**config.mk**
```make
export PLATFORM = sky130hd
export DESIGN_NAME = duck_flock_drawer
export DESIGN_NICKNAME = d
export VERILOG_FILES = /design/src/rtl/duck_pkg.sv /design/src/rtl/duck_flock_drawer_channel.sv /design/src/rtl/duck_flock_drawer.sv
export SDC_FILE = /design/constraint.sdc
export NUM_CORES = 1
export LEC_CHECK = 0
export ABC_AREA = 1
export BUFFER_PORTS_ARGS = -buffer_cell sky130_fd_sc_hd__buf_2
export CAP_MARGIN = 40
export CELL_PAD_IN_SITES_DETAIL_PLACEMENT = 0
export CELL_PAD_IN_SITES_GLOBAL_PLACEMENT = 2
export CORE_AREA = 2 2 260 262
export DETAILED_ROUTE_END_ITERATION = 16
export DIE_AREA = 0 0 262 264
export GPL_ROUTABILITY_DRIVEN = 0
export GPL_TIMING_DRIVEN = 0
export PLACE_DENSITY = 0.95
export SYNTH_ARGS = -nofsm -noshare
export SYNTH_HDL_FRONTEND = slang
export SYNTH_SLANG_ARGS = --single-unit
```
**constraint.sdc**
```tcl
create_clock -name clk -period 24.9 [get_ports clk]
set_clock_uncertainty 0.05 [all_clocks]
set_input_delay 4.98 -clock clk [delete_from_list [all_inputs] [get_ports clk]]
set_output_delay 4.98 -clock clk [all_outputs]
set_load 0.02 [all_outputs]
```
**src/rtl/duck_pkg.sv**
```systemverilog
// Shared types and helpers for the duck flock drawer: FSM state encoding,
// screen constants and small geometry helpers.
package duck_pkg;

   typedef enum logic [1:0] {
      ST_FLY  = 2'd0,
      ST_HIT  = 2'd1,
      ST_FALL = 2'd2,
      ST_RESP = 2'd3
   } duck_state_e;

   localparam int H_ACT       = 640;
   localparam int V_ACT       = 480;
   localparam int FALL_STEP   = 2;
   localparam int SPAWN_Y_MOD = 320;

   // Spawn column of duck idx; mirrored ducks start just off the left edge.
   function automatic logic signed [10:0] spawn_x(input int idx, input int x0, input int x_spc,
                                                  input int spr_w, input bit mirror);
      return mirror ? 11'(-spr_w - idx * x_spc) : 11'(x0 + idx * x_spc);
   endfunction

   // Spawn row of duck idx, folded into the upper part of the screen.
   function automatic logic signed [9:0] spawn_y(input int idx, input int y0, input int y_spc);
      return 10'((y0 + idx * y_spc) % SPAWN_Y_MOD);
   endfunction

   // Signed point-in-rectangle test, origin inclusive, far edges exclusive.
   function automatic logic in_box(input logic signed [11:0] px, input logic signed [11:0] py,
                                   input logic signed [11:0] ox, input logic signed [11:0] oy,
                                   input logic signed [11:0] w,  input logic signed [11:0] h);
      return (ox <= px) && (px < ox + w) && (oy <= py) && (py < oy + h);
   endfunction

endpackage

```
**src/rtl/duck_flock_drawer_channel.sv**
```systemverilog
// One duck: fly/bob, hit freeze, fall and respawn FSM plus the cover flag
// for the current pixel. Mirrored flight is selected per instance.
module duck_channel
   import duck_pkg::*;
#(
   parameter int                 SPR_W      = 46,
   parameter int                 SPR_H      = 40,
   parameter int                 BOB_LEN    = 30,
   parameter int                 HIT_TICKS  = 20,
   parameter int                 RESP_TICKS = 60,
   parameter logic signed [10:0] SPAWN_X    = 11'sd594,
   parameter logic signed [9:0]  SPAWN_Y    = 10'sd150,
   parameter bit                 MIRROR     = 1'b0
)(
   input  logic               clk,
   input  logic               reset,
   input  logic               x_tick_i,
   input  logic               y_tick_i,
   input  logic               hit_i,
   input  logic [9:0]         hcount_i,
   input  logic [9:0]         vcount_i,
   output logic signed [10:0] x_o,
   output logic signed [9:0]  y_o,
   output logic [1:0]         state_o,
   output logic               cover_o
);

   localparam logic signed [11:0] W_S       = 12'(SPR_W);
   localparam logic signed [11:0] H_S       = 12'(SPR_H);
   localparam logic signed [11:0] W_NEG     = 12'(-SPR_W);
   localparam logic signed [11:0] H_MAX     = 12'(H_ACT);
   localparam logic signed [9:0]  V_MAX     = 10'(V_ACT);
   localparam logic signed [9:0]  FALL_D    = 10'(FALL_STEP);
   localparam logic [7:0]         BOB_LAST  = 8'(BOB_LEN - 1);
   localparam logic [7:0]         HIT_LAST  = 8'(HIT_TICKS - 1);
   localparam logic [7:0]         RESP_LAST = 8'(RESP_TICKS - 1);

   duck_state_e        state_q;
   logic signed [10:0] pos_x_q;
   logic signed [9:0]  pos_y_q;
   logic               dir_neg_q;
   logic [7:0]         bob_q;
   logic [7:0]         tcnt_q;
   logic signed [10:0] x_next_d;
   logic signed [9:0]  y_bob_d;
   logic signed [9:0]  y_fall_d;
   logic signed [11:0] x_wide_s;
   logic signed [11:0] y_wide_s;
   logic signed [11:0] x_step_s;
   logic signed [11:0] hc_s;
   logic signed [11:0] vc_s;

   assign x_wide_s = {pos_x_q[10], pos_x_q};
   assign y_wide_s = {{2{pos_y_q[9]}}, pos_y_q};
   assign hc_s     = {2'b00, hcount_i};
   assign vc_s     = {2'b00, vcount_i};
   assign y_bob_d  = dir_neg_q ? (pos_y_q - 10'sd1) : (pos_y_q + 10'sd1);
   assign y_fall_d = pos_y_q + FALL_D;

   // Next column on a horizontal step, wrapping once fully off-screen.
   always_comb begin
      if (MIRROR) begin
         x_step_s = x_wide_s + 12'sd1;
         x_next_d = (x_step_s > H_MAX) ? 11'(W_NEG) : x_step_s[10:0];
      end else begin
         x_step_s = x_wide_s - 12'sd1;
         x_next_d = (x_step_s < W_NEG) ? 11'(H_MAX) : x_step_s[10:0];
      end
   end

   // Duck FSM with position, bob and tick counters; a hit beats a coincident move.
   always_ff @(posedge clk or negedge reset) begin
      if (!reset) begin
         state_q   <= ST_FLY;
         pos_x_q   <= SPAWN_X;
         pos_y_q   <= SPAWN_Y;
         dir_neg_q <= 1'b0;
         bob_q     <= 8'd0;
         tcnt_q    <= 8'd0;
      end else begin
         case (state_q)
            ST_FLY: begin
               if (hit_i) begin
                  state_q <= ST_HIT;
                  tcnt_q  <= 8'd0;
               end else begin
                  if (x_tick_i) pos_x_q <= x_next_d;
                  if (y_tick_i) begin
                     pos_y_q <= y_bob_d;
                     if (bob_q == BOB_LAST) begin
                        bob_q     <= 8'd0;
                        dir_neg_q <= ~dir_neg_q;
                     end else begin
                        bob_q <= bob_q + 8'd1;
                     end
                  end
               end
            end
            ST_HIT: begin
               if (y_tick_i) begin
                  if (tcnt_q == HIT_LAST) begin
                     state_q <= ST_FALL;
                     tcnt_q  <= 8'd0;
                  end else begin
                     tcnt_q <= tcnt_q + 8'd1;
                  end
               end
            end
            ST_FALL: begin
               if (y_tick_i) begin
                  pos_y_q <= y_fall_d;
                  if (y_fall_d >= V_MAX) begin
                     state_q <= ST_RESP;
                     tcnt_q  <= 8'd0;
                  end
               end
            end
            ST_RESP: begin
               if (y_tick_i) begin
                  if (tcnt_q == RESP_LAST) begin
                     state_q   <= ST_FLY;
                     tcnt_q    <= 8'd0;
                     pos_x_q   <= SPAWN_X;
                     pos_y_q   <= SPAWN_Y;
                     dir_neg_q <= 1'b0;
                     bob_q     <= 8'd0;
                  end else begin
                     tcnt_q <= tcnt_q + 8'd1;
                  end
               end
            end
            default: state_q <= ST_FLY;
         endcase
      end
   end

   assign x_o     = pos_x_q;
   assign y_o     = pos_y_q;
   assign state_o = state_q;
   assign cover_o = (state_q != ST_RESP) && in_box(hc_s, vc_s, x_wide_s, y_wide_s, W_S, H_S);

endmodule

```
**src/rtl/duck_flock_drawer.sv**
```systemverilog
// Multi-duck sprite drawer: shared prescalers, shot arbitration, priority
// select and a 3-stage pixel pipeline into one external synchronous ROM.
// Optional feature: define DUCK_MIRROR_EN for mirrored left-to-right odd ducks.
module duck_flock_drawer
   import duck_pkg::*;
#(
   parameter int                 N_DUCKS    = 4,
   parameter int                 SPR_W      = 46,
   parameter int                 SPR_H      = 40,
   parameter int                 ADDR_W     = 11,
   parameter int                 COLOR_W    = 6,
   parameter logic [COLOR_W-1:0] TRANSP     = '0,
   parameter int                 X_DIV      = 60000,
   parameter int                 Y_DIV      = 260000,
   parameter int                 BOB_LEN    = 30,
   parameter int                 HIT_TICKS  = 20,
   parameter int                 RESP_TICKS = 60,
   parameter int                 X0         = 594,
   parameter int                 Y0         = 150,
   parameter int                 X_SPC      = 120,
   parameter int                 Y_SPC      = 60
)(
   input  logic               clk,
   input  logic               reset,
   input  logic [9:0]         hcount,
   input  logic [9:0]         vcount,
   input  logic               shot_valid,
   input  logic [9:0]         shot_x,
   input  logic [9:0]         shot_y,
   output logic [ADDR_W-1:0]  rom_addr,
   input  logic [COLOR_W-1:0] rom_data,
   output logic [COLOR_W-1:0] pixel_data,
   output logic               draw,
   output logic [2:0]         draw_id,
   output logic               hit_pulse,
   output logic [2:0]         hit_id,
   output logic [N_DUCKS-1:0] alive
);

`ifdef DUCK_MIRROR_EN
   localparam bit MIRROR_EN = 1'b1;
`else
   localparam bit MIRROR_EN = 1'b0;
`endif

   localparam logic signed [11:0] W_S = 12'(SPR_W);
   localparam logic signed [11:0] H_S = 12'(SPR_H);

   logic [31:0]        x_cnt_q, y_cnt_q;
   logic               x_tick_s, y_tick_s;
   logic signed [10:0] ch_x_s  [N_DUCKS];
   logic signed [9:0]  ch_y_s  [N_DUCKS];
   logic [1:0]         ch_st_s [N_DUCKS];
   logic [N_DUCKS-1:0] cover_s, shootable_s, hit_vec_s;
   logic signed [11:0] shx_s, shy_s, hc_s, vc_s;
   logic               hit_any_s, sel_s, mir_s, opaque_s;
   logic [2:0]         hit_idx_s, sel_id_s;
   logic signed [10:0] sx_s;
   logic signed [9:0]  sy_s;
   logic signed [11:0] row_s, col_raw_s, col_s;
   logic [23:0]        addr_wide_s;
   logic [ADDR_W-1:0]  rom_addr_d;
   logic [ADDR_W-1:0]  rom_addr_q;
   logic               sel1_q, sel2_q, draw_q, hit_pulse_q;
   logic [2:0]         id1_q, id2_q, draw_id_q, hit_id_q;
   logic [COLOR_W-1:0] pixel_q;

   assign x_tick_s = (x_cnt_q == 32'(X_DIV - 1));
   assign y_tick_s = (y_cnt_q == 32'(Y_DIV - 1));
   assign shx_s    = {2'b00, shot_x};
   assign shy_s    = {2'b00, shot_y};
   assign hc_s     = {2'b00, hcount};
   assign vc_s     = {2'b00, vcount};

   // Shared horizontal and vertical step prescalers.
   always_ff @(posedge clk or negedge reset) begin
      if (!reset) begin
         x_cnt_q <= 32'd0;
         y_cnt_q <= 32'd0;
      end else begin
         x_cnt_q <= x_tick_s ? 32'd0 : x_cnt_q + 32'd1;
         y_cnt_q <= y_tick_s ? 32'd0 : y_cnt_q + 32'd1;
      end
   end

   for (genvar gi = 0; gi < N_DUCKS; gi++) begin : g_duck
      localparam bit MIR = MIRROR_EN && (gi % 2 == 1);
      duck_channel #(
         .SPR_W      (SPR_W),
         .SPR_H      (SPR_H),
         .BOB_LEN    (BOB_LEN),
         .HIT_TICKS  (HIT_TICKS),
         .RESP_TICKS (RESP_TICKS),
         .SPAWN_X    (spawn_x(gi, X0, X_SPC, SPR_W, MIR)),
         .SPAWN_Y    (spawn_y(gi, Y0, Y_SPC)),
         .MIRROR     (MIR)
      ) u_ch (
         .clk      (clk),
         .reset    (reset),
         .x_tick_i (x_tick_s),
         .y_tick_i (y_tick_s),
         .hit_i    (hit_vec_s[gi]),
         .hcount_i (hcount),
         .vcount_i (vcount),
         .x_o      (ch_x_s[gi]),
         .y_o      (ch_y_s[gi]),
         .state_o  (ch_st_s[gi]),
         .cover_o  (cover_s[gi])
      );
      // Test runs on the current (pre-tick) position of each flying duck.
      assign shootable_s[gi] = (ch_st_s[gi] == ST_FLY) &&
                               in_box(shx_s, shy_s, {ch_x_s[gi][10], ch_x_s[gi]},
                                      {{2{ch_y_s[gi][9]}}, ch_y_s[gi]}, W_S, H_S);
      assign alive[gi] = (ch_st_s[gi] == ST_FLY);
   end

   // Lowest-index shootable duck takes the shot; one-hot hit to that channel.
   always_comb begin
      hit_any_s = 1'b0;
      hit_idx_s = 3'd0;
      hit_vec_s = '0;
      for (int i = N_DUCKS - 1; i >= 0; i--) begin
         hit_any_s = shootable_s[i] ? 1'b1 : hit_any_s;
         hit_idx_s = shootable_s[i] ? 3'(i) : hit_idx_s;
      end
      for (int i = 0; i < N_DUCKS; i++) begin
         hit_vec_s[i] = shot_valid && hit_any_s && (hit_idx_s == 3'(i));
      end
   end

   // Pick the lowest-index covering duck and form its ROM address from coordinates.
   always_comb begin
      sel_s    = 1'b0;
      sel_id_s = 3'd0;
      sx_s     = '0;
      sy_s     = '0;
      for (int i = N_DUCKS - 1; i >= 0; i--) begin
         sel_s    = cover_s[i] ? 1'b1 : sel_s;
         sel_id_s = cover_s[i] ? 3'(i) : sel_id_s;
         sx_s     = cover_s[i] ? ch_x_s[i] : sx_s;
         sy_s     = cover_s[i] ? ch_y_s[i] : sy_s;
      end
      mir_s       = MIRROR_EN && sel_id_s[0];
      row_s       = vc_s - {{2{sy_s[9]}}, sy_s};
      col_raw_s   = hc_s - {sx_s[10], sx_s};
      col_s       = mir_s ? (W_S - 12'sd1 - col_raw_s) : col_raw_s;
      addr_wide_s = 24'(row_s) * 24'(SPR_W) + 24'(col_s);
      rom_addr_d  = sel_s ? addr_wide_s[ADDR_W-1:0] : '0;
   end

   // A transparent pixel of the selected duck hides anything behind it.
   assign opaque_s = sel2_q && (rom_data != TRANSP);

   // Pixel pipeline stages S1..S3 and the registered hit report.
   always_ff @(posedge clk or negedge reset) begin
      if (!reset) begin
         rom_addr_q  <= '0;
         sel1_q      <= 1'b0;
         id1_q       <= 3'd0;
         sel2_q      <= 1'b0;
         id2_q       <= 3'd0;
         draw_q      <= 1'b0;
         pixel_q     <= '0;
         draw_id_q   <= 3'd0;
         hit_pulse_q <= 1'b0;
         hit_id_q    <= 3'd0;
      end else begin
         rom_addr_q  <= rom_addr_d;
         sel1_q      <= sel_s;
         id1_q       <= sel_id_s;
         sel2_q      <= sel1_q;
         id2_q       <= id1_q;
         draw_q      <= opaque_s;
         pixel_q     <= opaque_s ? rom_data : '0;
         draw_id_q   <= id2_q;
         hit_pulse_q <= shot_valid && hit_any_s;
         hit_id_q    <= (shot_valid && hit_any_s) ? hit_idx_s : hit_id_q;
      end
   end

   assign rom_addr   = rom_addr_q;
   assign pixel_data = pixel_q;
   assign draw       = draw_q;
   assign draw_id    = draw_id_q;
   assign hit_pulse  = hit_pulse_q;
   assign hit_id     = hit_id_q;

endmodule

```
Yosys cells after proc, flatten, opt, wreduce, memory -nomap -nowiden
Cells that the tools add are included.
Cells by class
  add/sub/neg operators: 37
  $mul: 1
  magnitude comparators: 40
  equality and inequality tests: 77
  multiplexer cells: 192
  bitwise operators: 4
  reduce and logical (&&, ||, !) cells: 76
Operators by type and width (count)
  $mux W8: 48
  $mux W10: 28
  $mux W11: 25
  $lt A11 B12 Y1: 16
  $pmux W8 S4: 4
  $pmux W10 S3: 4
  $le A10 B11 Y1: 8
  $le A11 B11 Y1: 8
  $pmux W11 S2: 4
  $mux W2: 36
  $add A32 B1 Y32 const B: 2
  $add A8 B1 Y8 const B: 8
  $eq A8 B5 Y1 const B: 8
  $mux W32: 2
  $pmux W8 S2: 4
  $reduce_and A5 Y1: 12
  $ne A2 B1 Y1 const B: 28
  $add A11 B7 Y12 const B: 4
  $lt A12 B7 Y1 const B: 4
  $reduce_and A6 Y1: 8
  $sub A11 B2 Y12 const B: 4
  $add A10 B7 Y11 const B: 4
  $add A10 B2 Y10 const B: 4
  $add A10 B3 Y10 const B: 4
  24 further kinds: 150
Storage, ports and cells
  register bits after elaboration: 254
  input port bits: 49
  output and inout port bits: 29
  logic and storage cells: 463

Depth between registers and ports, before layout
  depth in word-level cells: 14
  mapped depth: 54
  mapped depth without buffers: 53

Cells and area by module
Synthesis repeated with hierarchy kept, for this count alone.
Unflattened totals
  cell total of the unflattened synthesis: 4226
  area total of the unflattened synthesis: 29672.2 um2
By module, submodules not included
  duck_flock_drawer: times used 1, cells each 1729, area an instance 12199.2 um2, seq. area each 2327.2 um2
  duck_channel (g_duck[0].u_ch): times used 1, cells each 616, area an instance 4430.5 um2, seq. area each 1011.0 um2
  duck_channel (g_duck[3].u_ch): times used 1, cells each 634, area an instance 4365.4 um2, seq. area each 1012.2 um2
  duck_channel (g_duck[2].u_ch): times used 1, cells each 626, area an instance 4346.7 um2, seq. area each 1011.0 um2
  duck_channel (g_duck[1].u_ch): times used 1, cells each 621, area an instance 4330.4 um2, seq. area each 1012.2 um2

Worst setup path before layout
OpenSTA, ideal clock, no wires.
  path kind: input to register
  from: input vcount[1]
  to: register rom_addr_q[10], in the netlist rom_addr[10]
  library setup time: 77 ps
  arrival: 11890 ps
  required time: 24773 ps
  path slack: 12883 ps
  stages on the path: 46
  path buffers: 1
  path through: inv_1 -> ha_1 -> inv_1 -> nor2_1 -> o21ai_0 -> nand2_1 -> nand3_1 -> nand2_1 -> nand3_1 -> a21oi_1 -> nor2_1 -> nand3_1 -> buf_2 -> nand2_2 -> inv_1 -> a221oi_1 -> o22ai_1 -> ha_1 -> [... 10 more ...] -> ha_1 -> nand2_1 -> inv_1 -> nand4_1 -> and3_1 -> nor2_1 -> nor2_1 -> o21bai_1 -> nand2_1 -> nand2_1 -> a21oi_1 -> inv_1 -> nand2_1 -> nand2_1 -> inv_1 -> nand2_1 -> nand3_1 -> a21oi_1
On the way
  cells in the longest elaborated chain, start to end: 12
  elaborated cells between the ends (all ways): 37
  classes of those cells: add/sub (3); mul (1); order compare (8); mux (13); reduce/logical (12)
Ends and longest elaborated chain
  start: declaration: line duck_flock_drawer.sv:26  | input logic [9:0] vcount,
  $le A10 B11 Y1: line duck_pkg.sv:32  | return (ox <= px) && (px < ox + w) && (oy <= py) && (py < oy + h);
  $logic_and A1 B1 Y1 (2 in a row): line duck_pkg.sv:32
  $logic_and A1 B1 Y1: line duck_flock_drawer_channel.sv:140  | assign cover_o = (state_q != ST_RESP) && in_box(hc_s, vc_s, x_wide_s, y_wide_s, W_S, H_S);
  $mux W10 (4 in a row): line duck_flock_drawer.sv:141  | sy_s = cover_s[i] ? ch_y_s[i] : sy_s;
  $sub A11 B10 Y12: line duck_flock_drawer.sv:144  | row_s = vc_s - {{2{sy_s[9]}}, sy_s};
  $mul A12 B6 Y10: line duck_flock_drawer.sv:147  | addr_wide_s = 24'(row_s) * 24'(SPR_W) + 24'(col_s);
  $add A11 B11 Y11: line duck_flock_drawer.sv:147
  $mux W11 *: line duck_flock_drawer.sv:148  | rom_addr_d = sel_s ? addr_wide_s[ADDR_W-1:0] : '0;
  via rom_addr_d[10]: line duck_flock_drawer.sv:62  | logic [ADDR_W-1:0] rom_addr_d;
  end signal: assignment: line duck_flock_drawer.sv:168  | rom_addr_q <= rom_addr_d;
  end: declaration: line duck_flock_drawer.sv:63  | logic [ADDR_W-1:0] rom_addr_q;
Mark *: on every way through the listed nets, which the timed path passes. The rest lies on a longest branch.
A chain may end at the register's enable or synchronous reset.

Worst setup path after layout
Same ends and word-level chain as after synthesis.

==> out/results.tsv <==
stage	metric	value	unit
finish	layout-drive-gt1-share	8.06	%
clocking	clockBufferDepth	3	
critical_path	crit_required	25320	ps
clocking	cts-htree-levels	2	
clocking	post_cts_buffers	0	
synth	async_flop_share	100	%
synth	ys.flop_type	dfrtp_1	
synth	synth_area_leaders	dfrtp_1 20%, ha_1 20%, nand2_1 10%, inv_1 8.1%, nor2_1 4.4%	
timing	fmax	0.0743	GHz
placed_design	port_buffers	75	
drt	drtPass1Iterations	5	
timing	tightest_slew	910	ps
synth	synthMuxAreaShare	0.0370	%
synth	synth_adder_area_share	21.7	%
synth	ys_seq_elements	253	
timing	fin_crit_sh	54.1	%
synth	synthSimpleGateAreaFrac	26.8	%
critical_path	critPathCaptureType	flip-flop	
synth	avgSynthCellArea	7.20	um^2
synth	netlist_area	27100	um^2
timing	finalCriticalPeriod	13460	ps
synth	synth-seq-area-share	23.5	%
clocking	hold_buffers	0	
critical_path	critPathLaunch	vcount[1]	
critical_path	slowest_stage	fa_1	
clocking	cts-resized-gates	0	
clocking	numCtsBuffers	36	
placed_design	hpwl	69.2	mm
synth	synth_top_family_by_area	simple AND/OR/NAND/NOR gates	
global_route	track_usage	25.5	%
global_route	grt.overflow.total	0	
floorplan	dieArea	69200	um^2
critical_path	rr_worst_depth	50	
finish	synthToLayoutAreaGrowth	10.4	%
finish	final_nets	4385	
drt	vias_per_cell	5.31	
floorplan	core_area	66600	um^2
synth	synth-edff-count	0	
outcome	status	complete, no violations	
clocking	clk_latency	570	ps
floorplan	ios	78	
timing	setup_viol	0	
job	drv_cap	0	
global_route	grt_pass1_wl	137	mm
drt	wl	88.8	mm
global_route	grt_start_max_net_pins	106	
floorplan	start_util	40.7	%
clocking	clk_transition_reported_paths	50	ps
critical_path	r2r_start	g_duck[0].u_ch.x_o[1]	
timing	setup_tns	0	ps
synth	ys_types	72	
drt	drc	0	
synth	synth_compound_gate_area_share	13.4	%
critical_path	crit_type	input port to flip-flop	
critical_path	crit_fanout	10	
floorplan	chipHeight	264	um
drt	vias	25400	
timing	rsz0062_at_grt	false	
worst_hold_path	worstHoldPathCells	0	
synth	synth-xor-area-share	4.95	%
floorplan	std_cell_rows	95	
timing	relSlewSlack	38.7	%
critical_path	slowest_delay	560	ps
synth	ys_warn_count	0	
global_route	grt_pass1_vias	23800	
critical_path	arrival	13880	ps
global_route	grt_antenna_before_repair	0	
timing	final-hold-violation-count	0	
critical_path	path_common_cell	nand2_1	
timing	slew_viol_final	0	
finish	diodes	0	
clocking	clockRootBuffer	clkbuf_16	
critical_path	critPathLaunchType	input port	
synth	synth_top_area_share	20.2	%
drt	wl_per_cell	18.6	um
clocking	clkSinkCount	253	
synth	synth_cells	3762	
floorplan	die_width	262	um
worst_hold_path	holdCritStartpoint	id2_q[1]	
drt	detailedRoute.firstIterationViolations	1975	
clocking	cts_tree	built	
drt	ant_nets	0	
worst_hold_path	worst_hold_path_type	flip-flop to flip-flop	
synth	synth_top_cell_by_area	dfrtp_1	
==> per-stage QoR <==
step	hold WS, ps	setup slack, ps	std cells	util, %	area, um^2
after floorplan	281	12880	3763	-	27100
after global placement	282	10970	4711	42.9	28500
after detailed placement	285	10960	4716	43.0	28600
after CTS	298	11540	4781	44.9	29900
after global routing	313	10760	4781	44.9	29900
final	297	11440	4781	44.9	29900
==> layout make-up <==
| class | instances | area [um^2] |
|---|---|---|
| Sequential cell | 253 | 6370 |
| Clock inverter | 10 | 171 |
| Multi-Input combinational cell | 2847 | 18100 |
| Timing Repair Buffer | 80 | 460 |
| Tap cell | 873 | 1090 |
| Buffer | 59 | 314 |
| Inverter | 604 | 2270 |
| Fill cell | 6933 | 36700 |
| Clock buffer | 55 | 1090 |
==> cells by family after synthesis <==
kind of cell / Yosys count
AND/OR/NAND/NOR: 1607
buffers and inverters: 663
AO/OA/AOI/OAI: 629
adder cells (fa/ha/maj): 455
flip-flops: 253
XOR/XNOR: 153
other: 1
multiplexers: 1
==> cells in the final DEF, fill, tap and decap left out, drive strengths merged, types with 19 or more instances in the layout <==
cell type  instances
clkbuf            84
xnor2             31
dfstp             34
nand3            236
ha               430
nor3              93
nor2             327
o22ai             27
dfrtp            219
o21ai            245
nand4            108
o221ai            19
a21oi            225
fa                25
xor2             122
buf              110
nor4              33
inv              603
nand2            769
==> worst max-delay path, delay by kind of cell <==
| family | cells | cell delay (ps) |
|---|---|---|
| adder cells (fa/ha/maj) | 9 | 3540 |
| AND/OR/NAND/NOR | 20 | 2070 |
| XOR/XNOR | 1 | 470 |
| buffers and inverters | 9 | 1350 |
| AO/OA/AOI/OAI | 8 | 1430 |
==> flip-flops by register name, summed over array words and instances, names as in the netlist <==
| signal | count |
|---|---|
| id2_q | 2 |
| g_duck.u_ch.dir_neg_q | 4 |
| g_duck.u_ch.bob_q | 32 |
| g_duck.u_ch.state_o | 8 |
| hit_id | 2 |
| sel1_q | 1 |
| g_duck.u_ch.tcnt_q | 32 |
| sel2_q | 1 |
| pixel_data | 6 |
| id1_q | 2 |
| draw_id | 2 |
| hit_pulse | 1 |
| x_cnt_q | 32 |
| y_cnt_q | 32 |
| g_duck.u_ch.x_o | 44 |
| g_duck.u_ch.y_o | 40 |
| draw | 1 |
| rom_addr | 11 |
==> cell usage after synthesis (all sizes together) (2+ instances only) <==
cell     instances
o221ai          19
nand3b          12
o22ai           27
o21a            11
nand3          236
a22o             2
o311ai           6
or2             11
dfstp           34
a21o            11
o41ai            3
nor2           327
xnor2           31
nor3b            6
a221oi           8
o21bai          15
fa              25
a31oi            9
nand2          769
and3             4
o31ai           17
nor3            93
nor4            33
o2111ai          4
a211o            2
nand4          108
xor2           122
a21boi           2
o21ai          245
dfrtp          219
inv            602
nor4b            2
o211ai           8
buf             30
a22oi            2
ha             430
clkbuf          29
and2             2
a21oi          225
clkinv           2
a211oi           8
==> worst paths after layout <==
kind,end,slack (ps)
setup / recovery,rom_addr[10],11440
hold / removal,draw_id[1],300
setup reg to reg,rom_addr[10],15170
hold reg to reg,draw_id[1],300
max in group asynchronous,x_cnt_q[12],19410
min in group asynchronous,g_duck[2].u_ch.tcnt_q[7],4360
==> per-layer routing <==
layer  GRT usage [%]  routed length [um]  part of all wire [%]
met4            7.67                2790                   3.1
met3            3.79                4520                   5.1
met1            34.4               40600                    46
met5               0                   0                     0
met2            42.0               40900                    46
Power is left out: the tool's default activity adds up to more than one toggle a clock period on the data nets, which glitch-free logic cannot reach.
